## config.mk

```make
export PLATFORM = sky130hd
export DESIGN_NAME = trap_hazard_ctrl
export DESIGN_NICKNAME = d
export VERILOG_FILES = /design/src/rtl/trap_hazard_ctrl.sv
export SDC_FILE = /design/constraint.sdc
export NUM_CORES = 1
export LEC_CHECK = 0
export BUFFER_PORTS_ARGS = -buffer_cell sky130_fd_sc_hd__buf_2
export CAP_MARGIN = 20
export CORE_MARGIN = 1
export CORE_UTILIZATION = 39
export CTS_CLUSTER_SIZE = 25
export DETAILED_ROUTE_END_ITERATION = 8
export GPL_ROUTABILITY_DRIVEN = 0
export PLACE_DENSITY = 0.78
export SYNTH_ARGS = -nofsm -noshare
export SYNTH_HDL_FRONTEND = slang
export SYNTH_SLANG_ARGS = --single-unit
```

## constraint.sdc

```tcl
create_clock -name clk -period 1.5 [get_ports clk]
set_clock_uncertainty 0.2 [all_clocks]
set_input_delay 0.075 -clock clk [delete_from_list [all_inputs] [get_ports clk]]
set_output_delay 0.075 -clock clk [all_outputs]
set_load 0.03 [all_outputs]
```

## src/rtl/trap_hazard_ctrl.sv

```systemverilog
// Decode-side sequencing controller: load-use stalls, trap entry/return (freeze, drain, redirect)
// and the mepc/mcause/mtvec CSRs. Define TRAP_ILLEGAL_EN to add the id_illegal trap source.
module trap_hazard_ctrl #(
    parameter logic [31:0] MTVEC_RESET  = 32'h0000_0100,
    parameter int unsigned DRAIN_CYCLES = 3
) (
    input  logic        clk,
    input  logic        rst,
    input  logic        id_valid,
    input  logic [31:0] id_pc,
    input  logic        id_is_ecall,
    input  logic        id_is_mret,
`ifdef TRAP_ILLEGAL_EN
    input  logic        id_illegal,
`endif
    input  logic [4:0]  id_rs1,
    input  logic [4:0]  id_rs2,
    input  logic        ex_memread,
    input  logic [4:0]  ex_rd,
    input  logic        mtvec_we,
    input  logic [31:0] mtvec_wdata,
    output logic        stall_if,
    output logic        stall_id,
    output logic        flush_id,
    output logic        redirect_valid,
    output logic [31:0] redirect_pc,
    output logic [31:0] mepc,
    output logic [31:0] mcause,
    output logic [31:0] mtvec,
    output logic        busy
);

    localparam int unsigned CNT_W = (DRAIN_CYCLES == 0) ? 1 : $clog2(DRAIN_CYCLES + 1);

    typedef enum logic [1:0] {
        S_IDLE     = 2'd0,
        S_DRAIN    = 2'd1,
        S_REDIRECT = 2'd2
    } state_t;

    state_t             state;
    logic [CNT_W-1:0]   drain_cnt;
    logic               to_mtvec_q;

    logic               illegal_c;
    logic               trap_req_c;
    logic               take_mtvec_c;
    logic               load_use_c;

`ifdef TRAP_ILLEGAL_EN
    assign illegal_c = id_valid & id_illegal;
`else
    assign illegal_c = 1'b0;
`endif

    // Illegal and ecall vector to mtvec; a bare mret returns to mepc.
    assign trap_req_c   = illegal_c | (id_valid & (id_is_ecall | id_is_mret));
    assign take_mtvec_c = illegal_c | id_is_ecall;
    assign load_use_c   = ex_memread & id_valid & (ex_rd != 5'd0) &
                          ((ex_rd == id_rs1) | (ex_rd == id_rs2));

    // State, drain counter and trap CSRs.
    always_ff @(posedge clk) begin
        if (rst) begin
            state      <= S_IDLE;
            drain_cnt  <= '0;
            to_mtvec_q <= 1'b0;
            mepc       <= 32'd0;
            mcause     <= 32'd0;
            mtvec      <= MTVEC_RESET & ~32'h3;
        end else begin
            if (mtvec_we) begin
                mtvec <= mtvec_wdata & ~32'h3;
            end
            case (state)
                S_IDLE: begin
                    if (trap_req_c) begin
                        to_mtvec_q <= take_mtvec_c;
                        drain_cnt  <= CNT_W'(DRAIN_CYCLES);
                        if (illegal_c) begin
                            mepc   <= id_pc;
                            mcause <= 32'd2;
                        end else if (id_is_ecall) begin
                            mepc   <= id_pc;
                            mcause <= 32'd11;
                        end
                        state <= (DRAIN_CYCLES == 0) ? S_REDIRECT : S_DRAIN;
                    end
                end
                S_DRAIN: begin
                    // Counter parks at 1 rather than wrapping.
                    if (drain_cnt <= CNT_W'(1)) begin
                        state <= S_REDIRECT;
                    end else begin
                        drain_cnt <= drain_cnt - CNT_W'(1);
                    end
                end
                S_REDIRECT: begin
                    state <= S_IDLE;
                end
                default: begin
                    state <= S_IDLE;
                end
            endcase
        end
    end

    // Pipeline controls decode from the current state; the trap cycle itself is frozen in IDLE.
    always_comb begin
        stall_if       = 1'b0;
        stall_id       = 1'b0;
        flush_id       = 1'b0;
        redirect_valid = 1'b0;
        redirect_pc    = 32'd0;
        busy           = 1'b0;
        case (state)
            S_IDLE: begin
                if (trap_req_c || load_use_c) begin
                    stall_if = 1'b1;
                    stall_id = 1'b1;
                    flush_id = 1'b1;
                end
            end
            S_DRAIN: begin
                stall_if = 1'b1;
                stall_id = 1'b1;
                flush_id = 1'b1;
                busy     = 1'b1;
            end
            S_REDIRECT: begin
                redirect_valid = 1'b1;
                flush_id       = 1'b1;
                busy           = 1'b1;
                redirect_pc    = to_mtvec_q ? mtvec : mepc;
            end
            default: begin
                busy = 1'b0;
            end
        endcase
    end

endmodule

```

# Yosys cells after proc, flatten, opt, wreduce, memory -nomap -nowiden
# Cells that the tools add are included.
[totals]
regBits = 68
inputBits = 86
output_inout_bits = 133
[op_classes]
addsub = 1
order_cmp = 1
eq_ne = 7
mux = 13
n_bitwise = 6
reduce_logical = 9
[op_table]
columns = ["op", "n"]
rows = [
  ["$mux 32", 2],
  ["$eq 5x5->1", 2],
  ["$mux 2", 4],
  ["$pmux 2 s2", 2],
  ["$ne 2x2->1 const B", 3],
  ["$reduce_and 3->1", 2],
  ["$reduce_bool 5->1", 1],
  ["$and 1x1->1", 4],
  ["$pmux 1 s2", 2],
  ["$reduce_and 2->1", 2],
  ["$mux 1", 3],
  ["$eq 2x1->1 const B", 1],
  ["$eq 2x2->1 const B", 1],
  ["$le 2x1->1 const B", 1],
  ["$logic_not 2->1", 1],
  ["$or 1x1->1", 2],
  ["$reduce_bool 2->1", 1],
  ["$reduce_or 2->1", 1],
  ["$sub 2x1->2 const B", 1],
  ["$logic_or 1x1->1", 1],
]

# Depth between registers and ports, before layout
[logic_depth]
word_depth = 6
ltp_mapped = 7
depth_no_buf = 6

# Worst setup path after synthesis
# OpenSTA, ideal clock, no wires.
[synth_path]
kind = "register to output"
startpoint = "reg state[0]"
endpoint = "out stall_if"
t_arrival_ns = 1.585
required_time_ns = 1.225
path_slack_ns = -0.360
stages_incl_launch_ff = 6
path_buffers = 1
path_cell_list = "dfxtp_1 inv_1 ha_1 o2111ai_2 o21ai_1 buf_4"
[synth_via]
elab_chain_cells = 2
[synth_rtl]
columns = ["item", "line", "rtl"]
rows = [
  ["from (decl)", "41", "state_t state;"],
  ["from (signal assigned)", "87", "state <= (DRAIN_CYCLES == 0) ? S_REDIRECT : S_DRAIN;"],
  ["$eq 2x1->1 / $logic_not 2->1 (equally long branches)", "--", ""],
  ["$pmux 1 s2 *", "--", ""],
  ["to (decl)", "22", "output logic stall_if,"],
]
# Every way passes the cells marked *; elsewhere a longest branch is shown, timed or not.

# Worst setup path after layout
[layout_path]
startpoint = "reg to_mtvec_q"
endpoint = "out redirect_pc[29]"
[layout_via]
elab_chain_cells = 2
[layout_rtl]
columns = ["item", "line", "rtl"]
rows = [
  ["from (decl)", "43", "logic to_mtvec_q;"],
  ["from (signal assigned)", "78", "to_mtvec_q <= take_mtvec_c;"],
  ["$mux 32", "134", "redirect_pc = to_mtvec_q ? mtvec : mepc;"],
  ["$mux 32", "116", "case (state)"],
  ["to (decl)", "26", "output logic [31:0] redirect_pc,"],
]
# Every way passes these cells.

==> impl_metrics.tcl <==
set metrics [dict create \
    hold_class "input pin to flip-flop" \
    start_kind "flip-flop" \
    p_comb_frac 0.336 \
    period_needed_ns 1.79 \
    synth_compound_area_frac 0.0793 \
    via_per_inst 4.87 \
    synth-adder-area-share 0.0182 \
    fin_ws_ns -0.286 \
    p_leak_nw 2.82 \
    dp_slack_ns -0.0755 \
    p_sw_w 0.00193 \
    rows 33 \
    maxCapViolCount 0 \
    dp_hpwl_mm 7.04 \
    slew_viol_final 0 \
    period_share 1.19 \
    drive_above_1_share 0.501 \
    crit_family "flip-flops" \
    die_y_um 95.9 \
    tightest_slew_ns 0.528 \
    drt_iter0_drc 92 \
    synth_top_family_by_area "simple AND/OR/NAND/NOR gates" \
    gr-total-overflow 0 \
    synth.avg_cell_area_um2 8.62 \
    ys_types 32 \
    outcome "finished with violations" \
    layout.nets 758 \
    die_w_um 95.9 \
    pwr-share-clk 0.319 \
    synth-simple-area-share 0.192 \
    vias 3786 \
    track_usage 0.266 \
    setup_viol 74 \
    switching_share 0.325 \
    cts-root-buf "clkbuf_8" \
    synth_xor_area_frac 0.0255 \
    relSlewSlack 0.646 \
    firstDrtPassIters 4 \
    drc_errors 0 \
    h-tree-depth 3 \
    worstPathMaxFanout 15 \
    io_pins 219 \
    endpoint_kind "output port" \
    grt_max_degree 33 \
    synth_top_area_frac 0.396 \
    holdWs_ns -0.0821 \
    insertion_delay_ns 0.34 \
    yosys.area.top_type "dfxtp_1" \
    cp.required_ns 1.22 \
    rsz0062_at_grt "yes" \
    crit_arrival_ns 1.51 \
    antenna_cells 0 \
    cts.sinks 68 \
    syn_inst 399 \
    final_cell_mix "148 x buf_2, 68 x dlygate4sd3_1, 64 x nand2_1, 64 x dfxtp_1, 38 x buf_4" \
    cts_tree "yes" \
    drt-wirelength-per-cell_um 16.6 \
    max_freq_mhz 560 \
    fp.dieArea_um2 9200 \
    path_class "flip-flop to output port" \
    clkTransAtPathRegs_ns 0.08 \
    yosys_register_bits 68 \
    seq_area_um2 1370 \
    syn_area_um2 3440 \
    pwr-share-seq 0.344 \
    grt_pass1_wl_mm 18.2 \
    layout_commonest_cell "buf_2" \
    io_buffers 185 \
    slowest_delay_ns 0.38 \
    grt_pass1_vias 3767 \
    yosys_warnings 0 \
    muxShareOfSynthArea 0.172 \
    post-route-util 0.758 \
    multiInputGateArea_um2 2380 \
    p_int_w 0.00399 \
    cts_buffers 9 \
    start_util 0.410 \
    power.density_nw_per_um2 932 \
    violations "negative hold slack, negative setup slack" \
    crit_slowest_cell "dfxtp_4" \
    area_growth_pct 84.7 \
    hold_viol_final 2 \
    design.core.area_um2 8380 \
    synthTopCellsByArea "dfxtp_1 40%, mux2i_1 17%, buf_4 7.6%" \
    postRouteAntennaNets 0 \
    peakVddDrop_mv 0.623 \
    ys_seq_area_frac 0.396 \
    antenna_found_initial 0 \
    drt_wl_total_mm 12.9 \
    path_buf_inv 2 \
    path_cells "buf_12 > mux2i_2 > nor2b_4 > buf_4" \
    clockBufferDepth 2 \
    fillers 542 \
]
## routing by layer
| metal | vias up | routed length, µm | GRT usage |
|---|---|---|---|
| li1 | 1788 | - | - |
| met1 | 1836 | 4930 | 0.269 |
| met2 | 151 | 7230 | 0.528 |
| met3 | 11 | 654 | 0.0569 |
| met4 | 0 | 121 | 0.0958 |
| met5 | - | 0 | 0 |
## cell families (layout without fill, tap and decap cells)
family / Yosys count / in the layout
adders and majority gates: 5 / 5
DFF: 68 / 68
AOI/OAI and AO/OA: 47 / 47
buffers and inverters: 63 / 306
and+or+nand+nor: 146 / 146
xor gates and xnor gates: 10 / 10
other: 1 / 31
muxes: 59 / 59
## cells in the mapped netlist (all sizes together)
library cell   n
dfxtp         68
nand2         64
mux2i         59
buf           49
nor2          39
a21oi         35
nor2b         32
clkbuf        11
xor2          10
ha             5
nor3           5
inv            3
and3b          2
o21ai          2
a211o          1
a211oi         1
a21boi         1
a22oi          1
a2bb2oi        1
and3           1
conb           1
nand3          1
nand3b         1
o2111ai        1
o211a          1
o211ai         1
o21bai         1
o31ai          1
or4            1
## worst paths after layout
kind	slack [ns]	from	endpoint	cells past startpoint
max	-0.29	to_mtvec_q	redirect_pc[29]	4
min	-0.08	rst	mtvec[2]	2
max reg2reg	-0.21	state[0]	mepc[21]	8
min reg2reg	0.28	mepc[1]	mepc[1]	2
## layout make-up
type	instances	area share
multi-input cells	298	0.375
repair buffers	287	0.348
flip-flops and latches	68	0.215
clock buffers	10	0.0217
well taps	105	0.0207
clock inverters	6	0.0175
inverters	3	0.00217
## metrics by stage
stage                     TNS (ns)  hold slack [ns]  cells  area (µm²)  power [W]
after floorplan                  0         -0.00258    429        3840    0.00315
after CTS                   -10.91          0.00748    775        6100    0.00578
final                       -12.55          -0.0821    777        6350    0.00592
after global placement     -0.0675           0.0846    682        4740    0.00350
after global routing        -16.35          0.00525    777        6350    0.00614
after detailed placement     -1.08           0.0903    682        4740    0.00354
## registers in the layout, summed over array words and instances (netlist names)
register and flops:
mepc 32, mtvec 30, drain_cnt 2, state 2
mcause 1, to_mtvec_q 1
## timing repair
item,4_1_cts,5_1_grt
endpoints found under the setup margin,72,78
resized for setup,88,54
cloned,3,0
setup buffers,4,4
endpoints found under the hold margin,64,1
hold buffers,70,1
pin swaps,2,3
## power groups by stage
stage / clock, W / sequential [W] / combinational (W)
after floorplan: 0 / 0.00223 / 0.000914
after global placement: 0 / 0.00204 / 0.00145
after detailed placement: 0 / 0.00205 / 0.00148
after CTS: 0.00192 / 0.00202 / 0.00184
after global routing: 0.00199 / 0.00205 / 0.00211
final: 0.00189 / 0.00204 / 0.00199
## worst register-to-register path, delay by kind of cell (launching register included)
| kind | cells | cell delay, ns |
|---|---|---|
| and+or+nand+nor | 2 | 0.34 |
| AOI/OAI and AO/OA | 1 | 0.14 |
| buffers and inverters | 4 | 0.46 |
| DFF | 1 | 0.34 |
| adders and majority gates | 1 | 0.16 |
Power figures use the tool's default switching activity.
